--- src/rtl/display_pkg.sv ---
// Shared constants and helpers for the 7-segment display blocks.
// Segment codes are active-low, ordered {dp,g,f,e,d,c,b,a}.
package display_pkg;

    localparam logic [7:0] SEG_OFF = 8'hFF;

    // Entry n is the glyph for hex digit n, decimal point dark.
    localparam logic [15:0][7:0] SEG_TABLE = {
        8'h8E, 8'h86, 8'hA1, 8'hC6, 8'h83, 8'h88, 8'h90, 8'h80,
        8'hF8, 8'h82, 8'h92, 8'h99, 8'hB0, 8'hA4, 8'hF9, 8'hC0
    };

    function automatic logic [7:0] seg_encode(input logic [3:0] nibble, input logic dp);
        return {~dp, SEG_TABLE[nibble][6:0]};
    endfunction

    function automatic int cnt_w(input int n);
        return (n > 1) ? $clog2(n) : 1;
    endfunction

endpackage

--- src/rtl/seg_hex_encoder.sv ---
// Combinational hex nibble plus decimal point to active-low segment code.
module seg_hex_encoder
    import display_pkg::*;
(
    input  logic [3:0] nibble,
    input  logic       dp,
    output logic [7:0] seg
);

    assign seg = seg_encode(nibble, dp);

endmodule

--- src/rtl/seg_display_scanner.sv ---
// Multiplexed DIGITS-wide 7-segment scanner with double-buffered loads,
// blanking, leading-zero suppression, PWM dimming and a per-slot guard time.
module seg_display_scanner
    import display_pkg::*;
#(
    parameter int DIGITS     = 4,
    parameter int CLK_HZ     = 100000000,
    parameter int REFRESH_HZ = 1000,
    parameter int GUARD      = 16,
    parameter int BRIGHT_W   = 4
) (
    input  logic                  clk,
    input  logic                  rst_n,
    input  logic [4*DIGITS-1:0]   data_in,
    input  logic [DIGITS-1:0]     dp_in,
    input  logic [DIGITS-1:0]     blank_in,
    input  logic                  lz_en,
    input  logic [BRIGHT_W-1:0]   brightness,
    input  logic                  load,
    output logic                  updated,
    output logic [DIGITS-1:0]     cathode,
    output logic [7:0]            segmentout
);

    localparam int SLOT   = CLK_HZ / (REFRESH_HZ * DIGITS);
    localparam int SLOT_W = cnt_w(SLOT);
    localparam int IDX_W  = cnt_w(DIGITS);

    if (SLOT <= GUARD + 1 || DIGITS < 1 || DIGITS > 8) begin : g_param_check
        $error("seg_display_scanner: illegal DIGITS/SLOT/GUARD combination");
    end

    logic [SLOT_W-1:0]   slot_q, slot_d;
    logic [IDX_W-1:0]    idx_q, idx_d;
    logic [BRIGHT_W-1:0] pwm_q, pwm_d;
    logic [4*DIGITS-1:0] act_data_q, act_data_d, stg_data_q, stg_data_d;
    logic [DIGITS-1:0]   act_dp_q, act_dp_d, stg_dp_q, stg_dp_d;
    logic [DIGITS-1:0]   act_blank_q, act_blank_d, stg_blank_q, stg_blank_d;
    logic                pend_q, pend_d;
    logic                upd_q, upd_d;
    logic [DIGITS-1:0]   cath_q, cath_d;
    logic [7:0]          seg_q, seg_d;

    logic                slot_wrap, frame_end, run, lit;
    logic [DIGITS-1:0]   supp;
    logic [3:0]          cur_nib;
    logic                cur_dp, cur_off;
    logic [7:0]          enc_seg;

    assign slot_wrap = (slot_q == SLOT_W'(SLOT - 1));
    assign frame_end = slot_wrap && (idx_q == IDX_W'(DIGITS - 1));

    always_comb begin
        slot_d = slot_wrap ? '0 : slot_q + SLOT_W'(1);
        idx_d  = idx_q;
        if (slot_wrap) idx_d = (idx_q == IDX_W'(DIGITS - 1)) ? '0 : idx_q + IDX_W'(1);
        pwm_d  = pwm_q + BRIGHT_W'(1);
    end

    // A load coinciding with the frame boundary still lands in staging and
    // stays pending; only the previously staged data is promoted.
    always_comb begin
        act_data_d  = act_data_q;
        act_dp_d    = act_dp_q;
        act_blank_d = act_blank_q;
        stg_data_d  = stg_data_q;
        stg_dp_d    = stg_dp_q;
        stg_blank_d = stg_blank_q;
        pend_d      = pend_q;
        upd_d       = frame_end && pend_q;
        if (frame_end && pend_q) begin
            act_data_d  = stg_data_q;
            act_dp_d    = stg_dp_q;
            act_blank_d = stg_blank_q;
            pend_d      = 1'b0;
        end
        if (load) begin
            stg_data_d  = data_in;
            stg_dp_d    = dp_in;
            stg_blank_d = blank_in;
            pend_d      = 1'b1;
        end
    end

    // Suppression run walks down from the top digit; digit 0 is always shown.
    always_comb begin
        run  = lz_en;
        supp = '0;
        for (int i = DIGITS - 1; i >= 1; i--) begin
            run     = run && (act_data_q[4*i +: 4] == 4'h0) && !act_dp_q[i];
            supp[i] = run;
        end
    end

    always_comb begin
        cur_nib = 4'h0;
        cur_dp  = 1'b0;
        cur_off = 1'b1;
        for (int i = 0; i < DIGITS; i++) begin
            if (idx_q == IDX_W'(i)) begin
                cur_nib = act_data_q[4*i +: 4];
                cur_dp  = act_dp_q[i];
                cur_off = act_blank_q[i] | supp[i];
            end
        end
    end

    seg_hex_encoder u_enc (
        .nibble (cur_nib),
        .dp     (cur_dp),
        .seg    (enc_seg)
    );

    assign lit = (slot_q >= SLOT_W'(GUARD)) && (pwm_q <= brightness) && !cur_off;

    always_comb begin
        cath_d = '1;
        seg_d  = SEG_OFF;
        if (lit) begin
            cath_d = ~(DIGITS'(1) << idx_q);
            seg_d  = enc_seg;
        end
    end

    always_ff @(posedge clk or negedge rst_n) begin
        if (!rst_n) begin
            slot_q      <= '0;
            idx_q       <= '0;
            pwm_q       <= '0;
            act_data_q  <= '0;
            act_dp_q    <= '0;
            act_blank_q <= '1;
            stg_data_q  <= '0;
            stg_dp_q    <= '0;
            stg_blank_q <= '1;
            pend_q      <= 1'b0;
            upd_q       <= 1'b0;
            cath_q      <= '1;
            seg_q       <= SEG_OFF;
        end else begin
            slot_q      <= slot_d;
            idx_q       <= idx_d;
            pwm_q       <= pwm_d;
            act_data_q  <= act_data_d;
            act_dp_q    <= act_dp_d;
            act_blank_q <= act_blank_d;
            stg_data_q  <= stg_data_d;
            stg_dp_q    <= stg_dp_d;
            stg_blank_q <= stg_blank_d;
            pend_q      <= pend_d;
            upd_q       <= upd_d;
            cath_q      <= cath_d;
            seg_q       <= seg_d;
        end
    end

    assign updated    = upd_q;
    assign cathode    = cath_q;
    assign segmentout = seg_q;

endmodule

--- config.mk ---
export PLATFORM = sky130hd
export DESIGN_NAME = seg_display_scanner
export DESIGN_NICKNAME = d
export VERILOG_FILES = /design/src/rtl/display_pkg.sv /design/src/rtl/seg_hex_encoder.sv /design/src/rtl/seg_display_scanner.sv
export SDC_FILE = /design/constraint.sdc
export NUM_CORES = 1
export LEC_CHECK = 0
export BUFFER_PORTS_ARGS = -buffer_cell sky130_fd_sc_hd__buf_2
export CORE_ASPECT_RATIO = 0.9
export CORE_MARGIN = 5
export CORE_UTILIZATION = 31
export CTS_CLUSTER_SIZE = 14
export DETAILED_ROUTE_END_ITERATION = 12
export GPL_TIMING_DRIVEN = 0
export HOLD_SLACK_MARGIN = 0.08
export PLACE_DENSITY = 0.46
export SYNTH_ARGS = -nofsm -noshare
export SYNTH_HDL_FRONTEND = slang
export SYNTH_SLANG_ARGS = --single-unit
--- constraint.sdc ---
create_clock -name clk -period 3.75 [get_ports clk]
set_clock_uncertainty 0.2 [all_clocks]
set_input_delay 0.375 -clock clk [delete_from_list [all_inputs] [get_ports clk]]
set_output_delay 0.375 -clock clk [all_outputs]
set_load 0.02 [all_outputs]
* Yosys cells after proc, flatten, opt, wreduce, memory -nomap -nowiden
Memories as Yosys holds them, arrays and structs flattened.
Cells that the tools add are included.
** Storage, ports and cells
- ROM bits :: 128
- Bits in latches :: 0
- Memories :: 1
- Memory bits (writable) :: 0
- Flip-flop bits (word level) :: 83
** Cells by class
- Div/mod/pow operators :: 0
- Add/subtract/negate cells :: 3
- Multipliers :: 0
- Equal/unequal tests :: 4
- Reductions and logical operators :: 19
- Magnitude comparators :: 3
- Shift operators :: 1
- Multiplexer cells :: 19
- Bitwise operators :: 5
** Memories
- (no name shown) :: words 16, width 8, read ports 1, clocked after memory_dff 0, write ports 0, line display_pkg.sv:14 : return {~dp, SEG_TABLE[nibble][6:0]};
** Operators by type and width (number)
- 2-to-1 mux 4 bit :: 5
- adder 15 x 1 -> 15 bit (second input constant) :: 1
- == test 15 bit (second input constant) :: 1
- greater-or-equal comparator 15 x 5 -> 1 bit (second input constant) :: 1
- 2-to-1 mux 15 bit :: 1
- zero test 4 bit :: 3
- logical AND 1 bit :: 10
- 2-to-1 mux 1 bit :: 10
- 2-to-1 mux 8 bit :: 1
- 2-to-1 mux 7 bit :: 1
- less-than comparator 4 x 5 -> 1 bit (second input constant) :: 1
- adder 4 x 1 -> 4 bit (second input constant) :: 1
- == test 2 bit (second input constant) :: 2
- less-or-equal comparator 4 bit :: 1
- zero test 1 bit :: 4
- NOT 4 bit :: 1
- << shifter 1 x 2 -> 4 bit (first input constant) :: 1
- OR 1 bit :: 3
- adder 2 x 1 -> 2 bit (second input constant) :: 1
- == test 2 x 1 -> 1 bit (second input constant) :: 1
- zero test 2 bit :: 1
- 2-to-1 mux 2 bit :: 1
- nonzero test 2 bit :: 1
- NOT 1 bit :: 1

* Logic depth before layout (Yosys ltp)
- Word-level depth :: 14
- Mapped depth :: 11

* Cells and area by module
Synthesis repeated with hierarchy kept, for this count alone.
** Second synthesis, totals
- Cell total of the unflattened synthesis :: 323
- Area total of the unflattened synthesis :: 4050.1 µm²
** Modules (own cells, without submodules)
- seg_display_scanner :: seq. area each 2102.0 µm², area an instance 3771.1 µm², instances 1, cells an instance 290
- seg_hex_encoder :: seq. area each 0.0 µm², area an instance 279.0 µm², instances 1, cells an instance 33

* Worst setup path after synthesis
OpenSTA, ideal clock, no wires.
- Path type :: flip-flop to flip-flop
- Start :: register idx_q[0]
- End :: register seg_q[3], in the netlist segmentout[3]
- Cell stages (with the launch flop) :: 12
- Slack :: 1426 ps
- Buffers on the path :: 1
- Data required time :: 3468 ps
- Arrival :: 2041 ps
- Clock period less this slack :: 2324 ps
- Setup time :: 82 ps
- Path through :: dfrtp_1 > inv_1 > ha_1 > clkbuf_1 > a211oi_1 > a221o_1 > inv_1 > ha_1 > inv_1 > nor2_1 > a21oi_1 > o211ai_1
** Between the ends
- Word-level cells in the longest chain between the ends :: 8
** Ends and longest elaborated chain
- from (decl) :: line seg_display_scanner.sv:34 : logic [IDX_W-1:0] idx_q, idx_d;
- from (signal assigned) :: line seg_display_scanner.sv:142 : idx_q <= idx_d;
- zero test 2 bit :: line seg_display_scanner.sv:100 : if (idx_q == IDX_W'(i)) begin
- 2-to-1 mux 4 bit / 2-to-1 mux 1 bit (equally long branches) (4 in series) :: line seg_display_scanner.sv:100
- memory read (16 x 8 bit) / zero test 1 bit (equally long branches)
- 2-to-1 mux 7 bit (implied by the code) / logical AND 1 bit (equally long branches) :: line display_pkg.sv:14, seg_display_scanner.sv:114
- 2-to-1 mux 8 bit * :: line seg_display_scanner.sv:119 : if (lit) begin
- named net seg_d[3] :: line seg_display_scanner.sv:42 : logic [7:0] seg_q, seg_d;
- to (signal assigned) :: line seg_display_scanner.sv:153 : seg_q <= seg_d;
- to (decl) :: line seg_display_scanner.sv:42
The timed path passes the listed nets; every way through them passes the cells marked *. The select of a mux whose other input is x is not followed.
A chain may end at the register's enable or synchronous reset.

* Final worst setup path
- Start :: register idx_q[0]
- End :: register seg_q[5], in the netlist segmentout[5]
Same word-level chain as after synthesis.

==> results.txt <==
status -> completed
P&R area growth vs syn -> 26.7%
initial antenna violation count -> 0
CTS tree -> yes
FF-to-FF Start -> idx_q[0]$_DFFE_PN0N_
Max Fanout on Critical Path -> 10
min cycle time layout -> 2.76 ns
Mapped Avg Cell Area -> 12.5 sq um
met2 routed WL -> 3.70 mm
Total Wirelength -> 8.16 mm
Pwr Density -> 418 nW/um^2
post-synthesis cell count -> 315
RSZ-0062 raised after global routing -> false
Core ar. -> 12600 sq um
total chip power -> 2.09 mW
antenna diode count -> 0
drt wl/cell -> 14.5 um
post-synthesis sequential area ratio -> 53.3%
critical path data required time -> 3.79 ns
Synth Cell Area -> 3950 sq um
final core utilization -> 39.7%
pin count of the biggest net entering global routing -> 60
GRT Util Overall -> 11.7%
CTS buffer count -> 9
Worst Tran Pin Value -> 0.912 ns
post-detailed-route via-to-cell ratio -> 4.58
synthesis-stage register bit count -> 83
Synth cell types -> 44
total I/O pin count -> 45
initial drt markers -> 176
die height -> 117 um
maximum capacitance violations -> 0
DRC errors left -> 0
IO Port Bufs -> 43
multi-input combinational cell area -> 1700 sq um
Crit. End Element -> flop
Final HPWL DP -> 5.95 mm
reg2reg setup slack -> 0.99 ns
Clock Sinks -> 83
first-pass GRT wire length -> 13.7 mm
CP startpoint -> idx_q[0]$_DFFE_PN0N_
number of global-route vias before repair -> 2659
clk_lat worst skew -> 0.34 ns
H-tree Lvls -> 3
Layout fillers -> 1241
pre-CTS WS -> 1.01 ns
period utilization -> 73.6%
Setup WS post-layout -> 0.989 ns
kind of critical path -> reg2reg
met3 wire len -> 363 um
Fin Setup TNS -> 0 ns
Resize count post-CTS -> 0
Data arrival, critical path -> 2.80 ns
gr ovfl total -> 0
remaining antenna violation count -> 0
clk slew on worst S/H paths -> 0.06 ns
WL met1 -> 4.03 mm
leakage power -> 2.28 nW
FP Rows -> 39
Worst slew margin -> 39.2%
FF-to-FF End -> segmentout[5]$_DFF_PN1_
DR vias -> 2577
Slew Viols, Final -> 0
Max Clock Freq -> 0.362 GHz
Reg2Reg Depth -> 10
# setup viols final -> 0
Initial DRT Pass Iterations -> 5
final hold violation count -> 0
CP Launch Type -> flop
worst hold path type -> in2reg
Initial Util -> 31.3%
share of cells above drive strength 1 -> 34.8%
die width -> 129 um
Clock Tree Buf Depth -> 2
Sequential cell area -> 2100 sq um
Setup crit end -> segmentout[5]$_DFF_PN1_
Top Metal Used -> met4
Synthesized Nets -> 364
Final GP Congestion -> 0.844
Post-layout nets -> 443
Die Area -> 15100 sq um
clock root cell -> clkbuf_16
Worst VDD drop -> 227 uV
Syn. warnings -> 0
[through the flow]
| stage | area, sq um | instances | hold slack, ns |
|---|---|---|---|
| after floorplan | 3950 | 315 | -0.121 |
| after global placement | 4370 | 522 | 0.262 |
| after detailed placement | 4400 | 523 | 0.114 |
| after CTS | 5000 | 563 | 0.0812 |
| after global routing | 5000 | 563 | 0.0804 |
| final | 5000 | 563 | 0.0925 |
[how the worst min path moves through the flow]
stage,start,endpoint,slack [ns],cells after the start
finish,data_in[2],stg_data_q[2]$_DFFE_PN0P_,0.09,2
global route,data_in[2],stg_data_q[2]$_DFFE_PN0P_,0.08,2
CTS,data_in[2],stg_data_q[2]$_DFFE_PN0P_,0.08,2
detailed placement,rst_n,slot_q[6]$_DFF_PN0_,0.11,1
global placement,pwm_q[0]$_DFF_PN0_,pwm_q[0]$_DFF_PN0_,0.26,1
floorplan,rst_n,act_data_q[0]$_DFFE_PN0P_,-0.12,0
[cell usage in the layout (no fill, tap or decap), types with 2 or more instances in the layout]
cell type,count
a211oi_1,2
a21o_1,2
a21oi_1,3
a221o_1,3
a221oi_1,3
and3_1,4
buf_12,2
buf_2,46
bufinv_16,3
clkbuf_1,4
clkbuf_16,9
clkbuf_8,3
dfrtp_1,63
dfstp_2,20
dlygate4sd3_1,24
ha_1,17
inv_1,15
mux2_2,29
mux2_4,20
nand2_1,25
nand3_1,11
nand3b_1,2
nor2_1,23
nor2b_1,4
nor3_1,6
nor3b_1,5
nor4_1,2
nor4_4,2
o211ai_1,7
o21ai_0,5
o31ai_1,2
xnor2_1,4
xor2_1,11
[Yosys cell counts]
cell type	n	share of area [%]
mux2_4	20	7.6
inv_1	15	1.4
xor2_1	11	2.4
a31oi_1	1	0.16
dfstp_2	20	13
and3_1	4	0.63
o21ai_0	5	0.63
a311oi_1	1	0.22
dfrtp_1	63	40
buf_1	1	0.095
a21oi_1	3	0.38
o22a_1	1	0.22
buf_12	2	1.0
a221o_1	3	0.76
clkbuf_1	4	0.38
nand3_1	11	1.4
or4_1	1	0.19
or4_4	1	0.29
a221oi_1	3	0.67
nor2_1	23	2.2
nand4_1	1	0.16
nor2b_1	4	0.63
nand2_1	25	2.4
a211oi_1	2	0.38
nor4_1	2	0.32
xnor2_1	4	0.89
nor4_4	2	1.1
o31ai_1	2	0.38
o211ai_1	7	1.3
nand2b_1	1	0.16
ha_1	17	5.4
nor3b_1	5	0.95
a22oi_1	1	0.19
a2111oi_0	1	0.22
a21o_1	2	0.38
nor3_1	6	0.76
a311o_1	1	0.25
nand4b_1	1	0.22
mux2_2	29	8.3
buf_2	4	0.51
buf_6	1	0.29
o311a_1	1	0.25
nand3b_1	2	0.38
and3b_1	1	0.22
[kinds of logic after synthesis]
logic type      synth area share (%)
flops                           53.3
simple gates                    12.0
fa+ha+maj                       5.39
mux                             15.9
buf+inv                         3.71
xor+xnor                        3.33
compound gates                  6.44
[flip-flops by register name, indices dropped and copies added (netlist names)]
register / count
act_dp_q: 4
slot_q: 15
pend_q: 1
idx_q: 2
stg_dp_q: 4
updated: 1
pwm_q: 4
stg_data_q: 16
segmentout: 8
act_data_q: 16
stg_blank_q: 4
cathode: 4
act_blank_q: 4
[critical path: stages (launching register included)]
cell and delay (ns):
dfrtp_1 0.42, inv_1 0.11, ha_1 0.22, clkbuf_1 0.35, nor3b_1 0.24, a221o_1 0.29, inv_1 0.13, ha_1 0.24
o21ai_0 0.24, a21o_1 0.12, o211ai_1 0.10
[cell type report]
cell class | count | share of cell area, %
sequential | 83 | 42.1
timing repair buffer | 68 | 9.71
inverter | 15 | 1.13
buffer | 12 | 1.80
clock inverter | 4 | 1.90
clock buffer | 12 | 5.33
tap | 164 | 4.11
multi-input combinational | 205 | 34.0
[layer usage]
metal / vias to the layer above / track usage, %
li1: 1265 / -
met1: 1258 / 16.3
met2: 49 / 17.5
met3: 5 / 3.45
met4: 0 / 3.57
met5: - / 0
[report_power, final]
part / internal [mW] / switching, mW
clock network: 0.704 / 0.336
logic: 0.0607 / 0.0452
registers: 0.929 / 0.0149
[repair_timing]
item | in CTS | in global routing
hold buffers | 24 | 0
endpoints found under the hold margin | 47 | 0
setup buffers | 0 | 0
No activity file was read; power rests on OpenSTA's default activity.
